`config.mk`:
```
export PLATFORM = sky130hd
export DESIGN_NAME = fact_seq
export DESIGN_NICKNAME = d
export VERILOG_FILES = /design/src/rtl/fact_seq.sv
export SDC_FILE = /design/constraint.sdc
export NUM_CORES = 1
export LEC_CHECK = 0
export ABC_CLOCK_PERIOD_IN_PS = 2900
export BUFFER_PORTS_ARGS = -buffer_cell sky130_fd_sc_hd__buf_2
export CAP_MARGIN = 40
export CORE_MARGIN = 2
export CORE_UTILIZATION = 45
export DETAILED_ROUTE_END_ITERATION = 12
export SYNTH_ARGS = -nofsm -noshare
export SYNTH_HDL_FRONTEND = slang
export SYNTH_SLANG_ARGS = --single-unit
```
`constraint.sdc`:
```
create_clock -name clk -period 2.9 [get_ports clk]
set_clock_uncertainty 0.1 [all_clocks]
set_input_delay 0.435 -clock clk [delete_from_list [all_inputs] [get_ports clk]]
set_output_delay 0.435 -clock clk [all_outputs]
set_load 0.05 [all_outputs]
```
`src/rtl/fact_seq.sv`:
```
`default_nettype none
// ============================================================================
//  Module   : fact_seq
//  Purpose  : Job sequencer in front of the fact factorial core. Requests
//             (n) are buffered in a FIFO and issued one at a time over the
//             core's go/Done/Error handshake. Each outcome {n, result, error}
//             is stored in a response FIFO. A watchdog bounds the time spent
//             waiting on the core, both for the answer (RUN) and for the
//             handshake release (CLEAR).
//  Ports    : clk, rst          - clock, asynchronous active-high reset
//             req_valid/req_n   - request in, req_ready = request FIFO not full
//             rsp_valid/rsp_*   - head of response FIFO, popped by rsp_ready
//             core_go/core_in   - drive fact go / in
//             core_done/error   - fact Done / Error, core_result = fact result
//             busy              - job in flight or requests pending
//  Revision : 1.0 - initial release
// ============================================================================
module fact_seq #(
    parameter int DEPTH   = 4,
    parameter int TIMEOUT = 255
) (
    input  logic        clk,
    input  logic        rst,
    input  logic        req_valid,
    input  logic [3:0]  req_n,
    output logic        req_ready,
    output logic        rsp_valid,
    input  logic        rsp_ready,
    output logic [3:0]  rsp_n,
    output logic [31:0] rsp_result,
    output logic        rsp_error,
    output logic        core_go,
    output logic [3:0]  core_in,
    input  logic        core_done,
    input  logic        core_error,
    input  logic [31:0] core_result,
    output logic        busy
);

    localparam int c_ADDR_W = $clog2(DEPTH);
    localparam int c_CNT_W  = c_ADDR_W + 1;
    localparam int c_TMR_W  = $clog2(TIMEOUT + 1);
    localparam int c_RSP_W  = 4 + 32 + 1;
    localparam logic [c_TMR_W-1:0] c_TMO_LAST = c_TMR_W'(TIMEOUT - 1);

    typedef enum logic [1:0] {
        ST_IDLE  = 2'd0,
        ST_RUN   = 2'd1,
        ST_CLEAR = 2'd2
    } state_t;

    state_t               r_state;
    state_t               w_state_nxt;
    logic [c_TMR_W-1:0]   r_timer;
    logic [3:0]           r_core_in;

    // ---------------- request FIFO ----------------
    logic [3:0]           r_req_mem [DEPTH];
    logic [c_ADDR_W-1:0]  r_req_wr;
    logic [c_ADDR_W-1:0]  r_req_rd;
    logic [c_CNT_W-1:0]   r_req_cnt;
    logic                 w_req_full;
    logic                 w_req_empty;
    logic                 w_req_push;
    logic                 w_req_pop;

    // ---------------- response FIFO ----------------
    logic [c_RSP_W-1:0]   r_rsp_mem [DEPTH];
    logic [c_ADDR_W-1:0]  r_rsp_wr;
    logic [c_ADDR_W-1:0]  r_rsp_rd;
    logic [c_CNT_W-1:0]   r_rsp_cnt;
    logic                 w_rsp_full;
    logic                 w_rsp_empty;
    logic                 w_rsp_push;
    logic                 w_rsp_pop;
    logic [c_RSP_W-1:0]   w_rsp_wdata;
    logic [c_RSP_W-1:0]   w_rsp_head;

    // FSM strobes
    logic                 w_issue;
    logic                 w_complete;
    logic                 w_timeout;

    assign w_req_full  = (r_req_cnt == c_CNT_W'(DEPTH));
    assign w_req_empty = (r_req_cnt == '0);
    assign w_req_push  = req_valid & ~w_req_full;
    assign req_ready   = ~w_req_full;

    always_ff @(posedge clk or posedge rst) begin
        if (rst) begin
            r_req_wr  <= '0;
            r_req_rd  <= '0;
            r_req_cnt <= '0;
        end else begin
            if (w_req_push) r_req_wr <= r_req_wr + 1'b1;
            if (w_req_pop)  r_req_rd <= r_req_rd + 1'b1;
            case ({w_req_push, w_req_pop})
                2'b10:   r_req_cnt <= r_req_cnt + 1'b1;
                2'b01:   r_req_cnt <= r_req_cnt - 1'b1;
                default: r_req_cnt <= r_req_cnt;
            endcase
        end
    end

    always_ff @(posedge clk) begin
        if (w_req_push) r_req_mem[r_req_wr] <= req_n;
    end

    assign w_rsp_full  = (r_rsp_cnt == c_CNT_W'(DEPTH));
    assign w_rsp_empty = (r_rsp_cnt == '0);
    assign w_rsp_pop   = rsp_ready & ~w_rsp_empty;
    assign w_rsp_head  = r_rsp_mem[r_rsp_rd];

    always_ff @(posedge clk or posedge rst) begin
        if (rst) begin
            r_rsp_wr  <= '0;
            r_rsp_rd  <= '0;
            r_rsp_cnt <= '0;
        end else begin
            if (w_rsp_push) r_rsp_wr <= r_rsp_wr + 1'b1;
            if (w_rsp_pop)  r_rsp_rd <= r_rsp_rd + 1'b1;
            case ({w_rsp_push, w_rsp_pop})
                2'b10:   r_rsp_cnt <= r_rsp_cnt + 1'b1;
                2'b01:   r_rsp_cnt <= r_rsp_cnt - 1'b1;
                default: r_rsp_cnt <= r_rsp_cnt;
            endcase
        end
    end

    always_ff @(posedge clk) begin
        if (w_rsp_push) r_rsp_mem[r_rsp_wr] <= w_rsp_wdata;
    end

    // Response storage is not reset, so the head is masked while empty.
    assign rsp_valid  = ~w_rsp_empty;
    assign rsp_n      = rsp_valid ? w_rsp_head[36:33] : 4'd0;
    assign rsp_result = rsp_valid ? w_rsp_head[32:1]  : 32'd0;
    assign rsp_error  = rsp_valid ? w_rsp_head[0]     : 1'b0;

    // ---------------- sequencing FSM ----------------
    always_ff @(posedge clk or posedge rst) begin
        if (rst) r_state <= ST_IDLE;
        else     r_state <= w_state_nxt;
    end

    always_comb begin
        w_state_nxt = r_state;
        w_issue     = 1'b0;
        w_complete  = 1'b0;
        w_timeout   = 1'b0;
        case (r_state)
            ST_IDLE: begin
                // The consumer only pops, so a free slot seen here is still
                // free when this job's response is pushed.
                if (!w_req_empty && !w_rsp_full) begin
                    w_issue     = 1'b1;
                    w_state_nxt = ST_RUN;
                end
            end
            ST_RUN: begin
                // The core answer takes priority over a watchdog expiry.
                if (core_done || core_error) begin
                    w_complete  = 1'b1;
                    w_state_nxt = ST_CLEAR;
                end else if (r_timer == c_TMO_LAST) begin
                    w_timeout   = 1'b1;
                    w_state_nxt = ST_CLEAR;
                end
            end
            ST_CLEAR: begin
                if ((!core_done && !core_error) || (r_timer == c_TMO_LAST))
                    w_state_nxt = ST_IDLE;
            end
            default: w_state_nxt = ST_IDLE;
        endcase
    end

    assign w_req_pop   = w_complete | w_timeout;
    assign w_rsp_push  = w_complete | w_timeout;
    assign w_rsp_wdata = w_complete ? {r_core_in, core_result, core_error}
                                    : {r_core_in, 32'h0, 1'b1};

    // Timer restarts on every state change and only runs outside IDLE.
    always_ff @(posedge clk or posedge rst) begin
        if (rst)                         r_timer <= '0;
        else if (w_state_nxt != r_state) r_timer <= '0;
        else if (r_state != ST_IDLE)     r_timer <= r_timer + c_TMR_W'(1);
    end

    always_ff @(posedge clk or posedge rst) begin
        if (rst)          r_core_in <= 4'd0;
        else if (w_issue) r_core_in <= r_req_mem[r_req_rd];
    end

    // go is exactly "in RUN", so an async reset removes it at once.
    assign core_go = (r_state == ST_RUN);
    assign core_in = r_core_in;
    assign busy    = (r_state != ST_IDLE) || !w_req_empty;

endmodule
`default_nettype wire

```
==> results of run 1 <==
[cells in the mapped netlist (2+ instances only)]
cell type,n
nor2_1,16
edfxtp_1,164
a21oi_1,2
fa_1,2
clkbuf_2,3
nor3_1,3
mux2_2,5
clkbuf_1,5
or3_1,3
nand2_1,8
dfrtp_1,28
xor2_1,6
and3_1,5
ha_1,12
nand3_1,2
mux4_2,41
buf_6,2
buf_2,4
xnor2_1,12
mux2i_1,2
inv_1,16
and2_1,75
buf_4,6
[stage by stage]
step	utilization [%]	worst slack, ns	std cells
floorplan	-	0.365	437
global placement	49.8	0.351	735
detailed placement	50.4	0.430	739
CTS	53.8	0.237	771
global route	53.8	0.190	771
finish	53.8	0.272	772
[report_power, final]
part | internal (mW) | total (mW) | switching, mW
clock | 1.30 | 2.35 | 1.05
combinational | 1.59 | 4.55 | 2.96
sequential | 3.68 | 3.99 | 0.315
total | 6.57 | 10.9 | 4.32
[layer usage]
layer	share of wire [%]	vias up	wire, µm	track usage [%]
li1	-	1823	-	-
met3	4.2	13	586	3.63
met4	1.4	0	191	5.50
met1	42	2066	5870	19.8
met5	0	-	0	0
met2	53	85	7400	28.2
[cell families after synthesis]
group                    after synthesis  synth area share (%)
AND/OR/NAND/NOR                      117                  8.76
adder cells (fa/ha/maj)               14                  2.39
XOR/XNOR                              18                  1.98
AO/OA/AOI/OAI                          9                 0.866
multiplexers                          49                  12.8
buffers and inverters                 38                  2.41
flip-flops                           192                  70.8
[layout by cell type, fill, tap and decap left out, types with 5 or more instances in the layout]
master / synthesis / routed
and3_1: 5 / 5
xor2_1: 6 / 6
xnor2_1: 12 / 12
and2_1: 75 / 71
edfxtp_1: 164 / 164
inv_1: 16 / 16
buf_4: 6 / 5
buf_2: 4 / 86
buf_12: 0 / 5
nor2_1: 16 / 15
ha_1: 12 / 12
dfrtp_1: 28 / 26
mux2_2: 5 / 5
nand2_1: 8 / 8
mux4_2: 41 / 41
clkbuf_16: 0 / 17
[worst reg2reg max path: cells and delay by family (launching register included)]
family	cells	cell delay [ns]
compound gates	1	0.23
xor+xnor	2	0.29
fa+ha+maj	3	0.75
buf+inv	2	0.14
flops	1	0.38
simple gates	3	0.51
[final cells by class]
class	count	area [µm²]
diodes	1	2.50
clock buffers	17	425
clock inverters	15	176
fillers	1407	7980
inverters	18	70.1
multi-input cells	207	2130
flip-flops and latches	192	5630
well taps	225	282
repair buffers	97	596
[state kept, by name, summed over array words and instances, names as in the netlist]
register,flops
r_req_cnt,3
core_in,4
r_rsp_mem,148
r_timer,8
r_req_mem,16
r_state,2
r_rsp_cnt,3
r_req_wr,2
r_rsp_rd,2
r_rsp_wr,2
r_req_rd,2
[worst max path at each step]
stage / end / slack [ns] / cells past startpoint / start
after floorplan: r_req_cnt[2] / 0.37 / 10 / r_req_cnt[1]
after global placement: r_rsp_mem[3][17] / 0.35 / 7 / r_timer[0]
after detailed placement: r_rsp_cnt[2] / 0.43 / 10 / core_error
after CTS: rsp_result[14] / 0.24 / 4 / r_rsp_rd[1]
after global routing: rsp_result[14] / 0.19 / 4 / r_rsp_rd[1]
final: rsp_result[14] / 0.27 / 4 / r_rsp_rd[1]
==> results.md, run 1 <==
- Critical-path cell list: buf_4, mux4_2, and2_1, buf_2
- Least-Margin Pin Slew: ~0.7 ns
- Number of synthesized flops with an enable pin: 164
- WP buf/inv: 2
- CTS Buf Count: 17
- DIE AREA: roughly 19000 µm²
- Clock transition at path regs: 0.07 ns
- Yosys warns: 0
- Max incr delay on CP: 0.67 ns
- Power Total: approximately 11 mW
- Root buf cell: clkbuf_16
- Final HPWL DP: 8950 µm
- Syn_nets: 493
- Routed Antenna Nets: 0
- Reg2reg setup slack: 0.43 ns
- Slew HR: between 50% and 60%
- Tot GR Track Use: 16.1%
- Mapped Avg Cell Area: roughly 18 µm²
- TNS Setup: 0 ns
- Post-synth top area share: between 60% and 70%
- Final Hold Fails: 0
- IO buf count: 86
- Worst VDD drop: roughly 0.00065 V
- Via/cell ratio: 5.16
- DR iter-0 viols: between 200 and 300
- CP top delay family: flip-flops
- Htree depth: 4
- Register area share after synthesis: just over 70%
- Netlist cell types: 38
- Final Cycle Share: roughly 91%
- Design area: 9310 µm²
- CP Capture Type: output pin
- # Post-CTS Setup Buffers: 0
- Total gr overflow: 0
- Class of the worst hold path: in -> async
- Chip Width: 137 µm
- Total of max-cap violations: 0
- Placed Area: around 8700 µm²
- RR Endpoint: r_rsp_cnt[2]
- DR vias: about 4k
- Share of cells above drive strength 1: approximately a third
- RSZ-0062 raised after global routing: no
- DRC Markers: 0
- Post-synth ARST share: 14.6%
- Post-CTS sizing: 0
- Nets: slightly below 600
- Min cycle time layout: about 2.6 ns
- Cell count after synthesis: 437
- RR Startpoint: r_timer[0]
- WL/cell: about 18 µm
- CP Class: reg -> out
- Clock Tree Buf Depth: 2
- Mapped cell area: between 7000 and 8000 µm²
- Slowest CP cell: dfrtp_2
- Routability Congestion: 0.808
- Core Area: between 15000 and 20000 µm²
- Synthesized flop and latch total: 192
- Required @ worst endpoint: 2.37 ns
- Initial Util: between 40% and 50%
- # IOs: 87
- Yosys top cell by area: edfxtp_1
- CP Data Arrival Time: ~2.1 ns
- Crit path launch type: flop
- Final setup violation count: 0
- Clock latency at the later pin of the worst-skew pair: between 0.4 and 0.5 ns
- Largest fanout on the critical path: 16
- Initial antenna violation count: 1
- Largest net degree at the start of global routing: 39
- Pre-antenna DRT Iters: 5
- Wire length of the first global-routing pass: around 22000 µm
- Run status: complete, no violations
- Sink Count: about 190
- Power Density: ~1200 nW/µm²
- Main synth FF type: edfxtp_1
- F_max: roughly 0.38 GHz
- CTS tree: done
- Worst r2r path cells: 11
- Die Span Y: 137 µm
- Hold WS: slightly below 0.009 ns
- FP Rows: 48
- Layout area overhead: 17.2%
- Routed wire length: 14100 µm
- Hold buffers post-CTS: 0
- Leak: about 3.4 nW
- Vias in the first global route: around 4.2k
- Slew Viols, Final: 0
- Ranking of synthesized cells by area: edfxtp_1 62%, mux4_2 12%, dfrtp_1 8.8%
Note: power is estimated with default switching activity, not from simulation.
==> run 2, diff against run 1 <==
Settings changed: GPL_ROUTABILITY_DRIVEN set to 0, RECOVER_POWER set to 100.
==> results.md, run 2 (synthesis results as in run 1) <==
- Run status: complete, no violations
- CP Capture Type: output pin
- Clock latency at the later pin of the worst-skew pair: 0.42 ns (about the same)
- Min cycle time layout: 2.68 ns (+0.0498 ns)
- Die Span Y: 137 µm (unchanged)
- Class of the worst hold path: in -> async
- Routed wire length: 14100 µm (+0.20%)
- TNS Setup: 0 ns (unchanged)
- Hold buffers post-CTS: 0 (unchanged)
- Slowest CP cell: mux4_2
- Critical-path cell list: buf_6, mux4_2, and2_1, clkbuf_2
- Final Core Density: 53.6% (-0.29 points)
- Initial antenna violation count: 1 (unchanged)
- Max reg flops: 148 (unchanged)
- Largest fanout on the critical path: 26 (+10)
- DR iter-0 viols: 266 (+1.5%)
- DRC Markers: 0 (unchanged)
- Core Area: 17300 µm² (unchanged)
- Wire length of the first global-routing pass: 22200 µm (unchanged)
- FP Rows: 48 (unchanged)
- Vias in the first global route: 4209 (unchanged)
- Power Density: 1170 nW/µm² (-0.14%)
- Largest net degree at the start of global routing: 39 (unchanged)
- Htree depth: 4 (unchanged)
- WP buf/inv: 2 (unchanged)
- Clock transition at path regs: 0.07 ns (about the same)
- CP Data Arrival Time: 2.14 ns (+0.05 ns)
- Slew HR: 52.8% (-0.85 points)
- Crit path launch type: flop
- Tot GR Track Use: 16.1% (unchanged)
- WL/cell: 18.2 µm (+0.20%)
- Max incr delay on CP: 0.58 ns (-0.09 ns)
- CP top delay family: multiplexers
- Clock Tree Buf Depth: 2 (unchanged)
- Largest Register: r_rsp_mem
- Post-CTS sizing: 0 (unchanged)
- Most common cell after layout, fill and taps aside: edfxtp_1
- Pre-antenna DRT Iters: 4 (-1)
- Leak: 3.34 nW (-2.3%)
- Chip Width: 137 µm (unchanged)
- Worst VDD drop: 0.000645 V (about the same)
- Least-Margin Pin Slew: 0.708 ns (+0.0130 ns)
- Slew Viols, Final: 0 (unchanged)
- Share of cells above drive strength 1: 31.5% (-3.3 points)
- Final Cycle Share: 92.3% (+1.7 points)
- Initial Util: 45.9% (unchanged)
- Total gr overflow: 0 (unchanged)
- Total of max-cap violations: 0 (unchanged)
- # Post-CTS Setup Buffers: 0 (unchanged)
- Routed Antenna Nets: 0 (unchanged)
- RSZ-0062 raised after global routing: no
- IO buf count: 86 (unchanged)
- Layout area overhead: 16.6%
- Final HPWL DP: 8950 µm (unchanged)
- DR vias: 3986 (-0.025%)
- CP Class: reg -> out
- Required @ worst endpoint: 2.37 ns (about the same)
- CTS Buf Count: 17 (unchanged)
- DIE AREA: 18700 µm² (unchanged)
- Most frequent cells in the layout: 164 x edfxtp_1, 41 x mux4_2, 40 x buf_2, 37 x and2_1, 36 x and2_0
- Nets: 589 (unchanged)
- # IOs: 87 (unchanged)
- F_max: 0.373 GHz (-1.9%)
- Sink Count: 192 (unchanged)
- Top flop regs: r_rsp_mem (148), r_req_mem (16), r_timer (8)
- CTS tree: done
- Final setup violation count: 0 (unchanged)
- Final Hold Fails: 0 (unchanged)
- Via/cell ratio: 5.16 (about the same)
- Root buf cell: clkbuf_16
- Fill count: 1427 (+1.4%)
==> run 2: worst paths after layout <==
path	start	endpoint	slack, ns	cells after the start
hold / removal	rst	r_req_wr[1]	0.005	2
setup / recovery	r_rsp_rd[0]	rsp_result[14]	0.22	4
hold reg to reg	r_rsp_cnt[2]	r_rsp_cnt[2]	0.39	1
max in group asynchronous	rst	core_in[0]	1.73	3
min in group clk	req_n[1]	r_req_mem[1][1]	0.16	1
setup reg to reg	r_timer[0]	r_rsp_mem[1][6]	0.27	8
==> run 2: area by class of cell <==
type	count	area, µm²	share of cell area (%)
Antenna cell	1	2.50	0.0270
Clock buffer	17	425	4.59
Clock inverter	15	176	1.90
Inverter	18	70.1	0.756
Multi-Input combinational cell	207	2110	22.8
Sequential cell	192	5630	60.8
Tap cell	225	282	3.04
Timing Repair Buffer	97	566	6.10
==> run 2: where the power goes <==
group | total, mW | internal, mW | leakage [nW] | switching [mW]
Sequential | 3.99 | 3.68 | 1.86 | 0.313
Clock | 2.35 | 1.30 | 0.288 | 1.05
Combinational | 4.48 | 1.51 | 1.19 | 2.96
==> run 2: through the flow <==
stage / hold slack (ns) / instance area (µm²) / power [mW] / worst slack, ns / std cells
after floorplan: 0.347 / 7940 / 7.59 / 0.365 / 437
after global placement: 0.363 / 8620 / 8.54 / 0.351 / 735
after detailed placement: 0.383 / 8710 / 8.69 / 0.430 / 739
after CTS: 0.0210 / 9310 / 11.0 / 0.237 / 771
after global routing: 0.0522 / 9260 / 11.4 / 0.108 / 771
final: 0.00544 / 9260 / 10.8 / 0.222 / 772
==> run 2: routing by layer <==
metal | global-route usage [%] | part of all wire, % | wire [µm]
met1 | 19.8 | 42 | 5930
met2 | 28.2 | 53 | 7400
met3 | 3.63 | 4.0 | 559
met4 | 5.50 | 1.4 | 191
met5 | 0 | 0 | 0
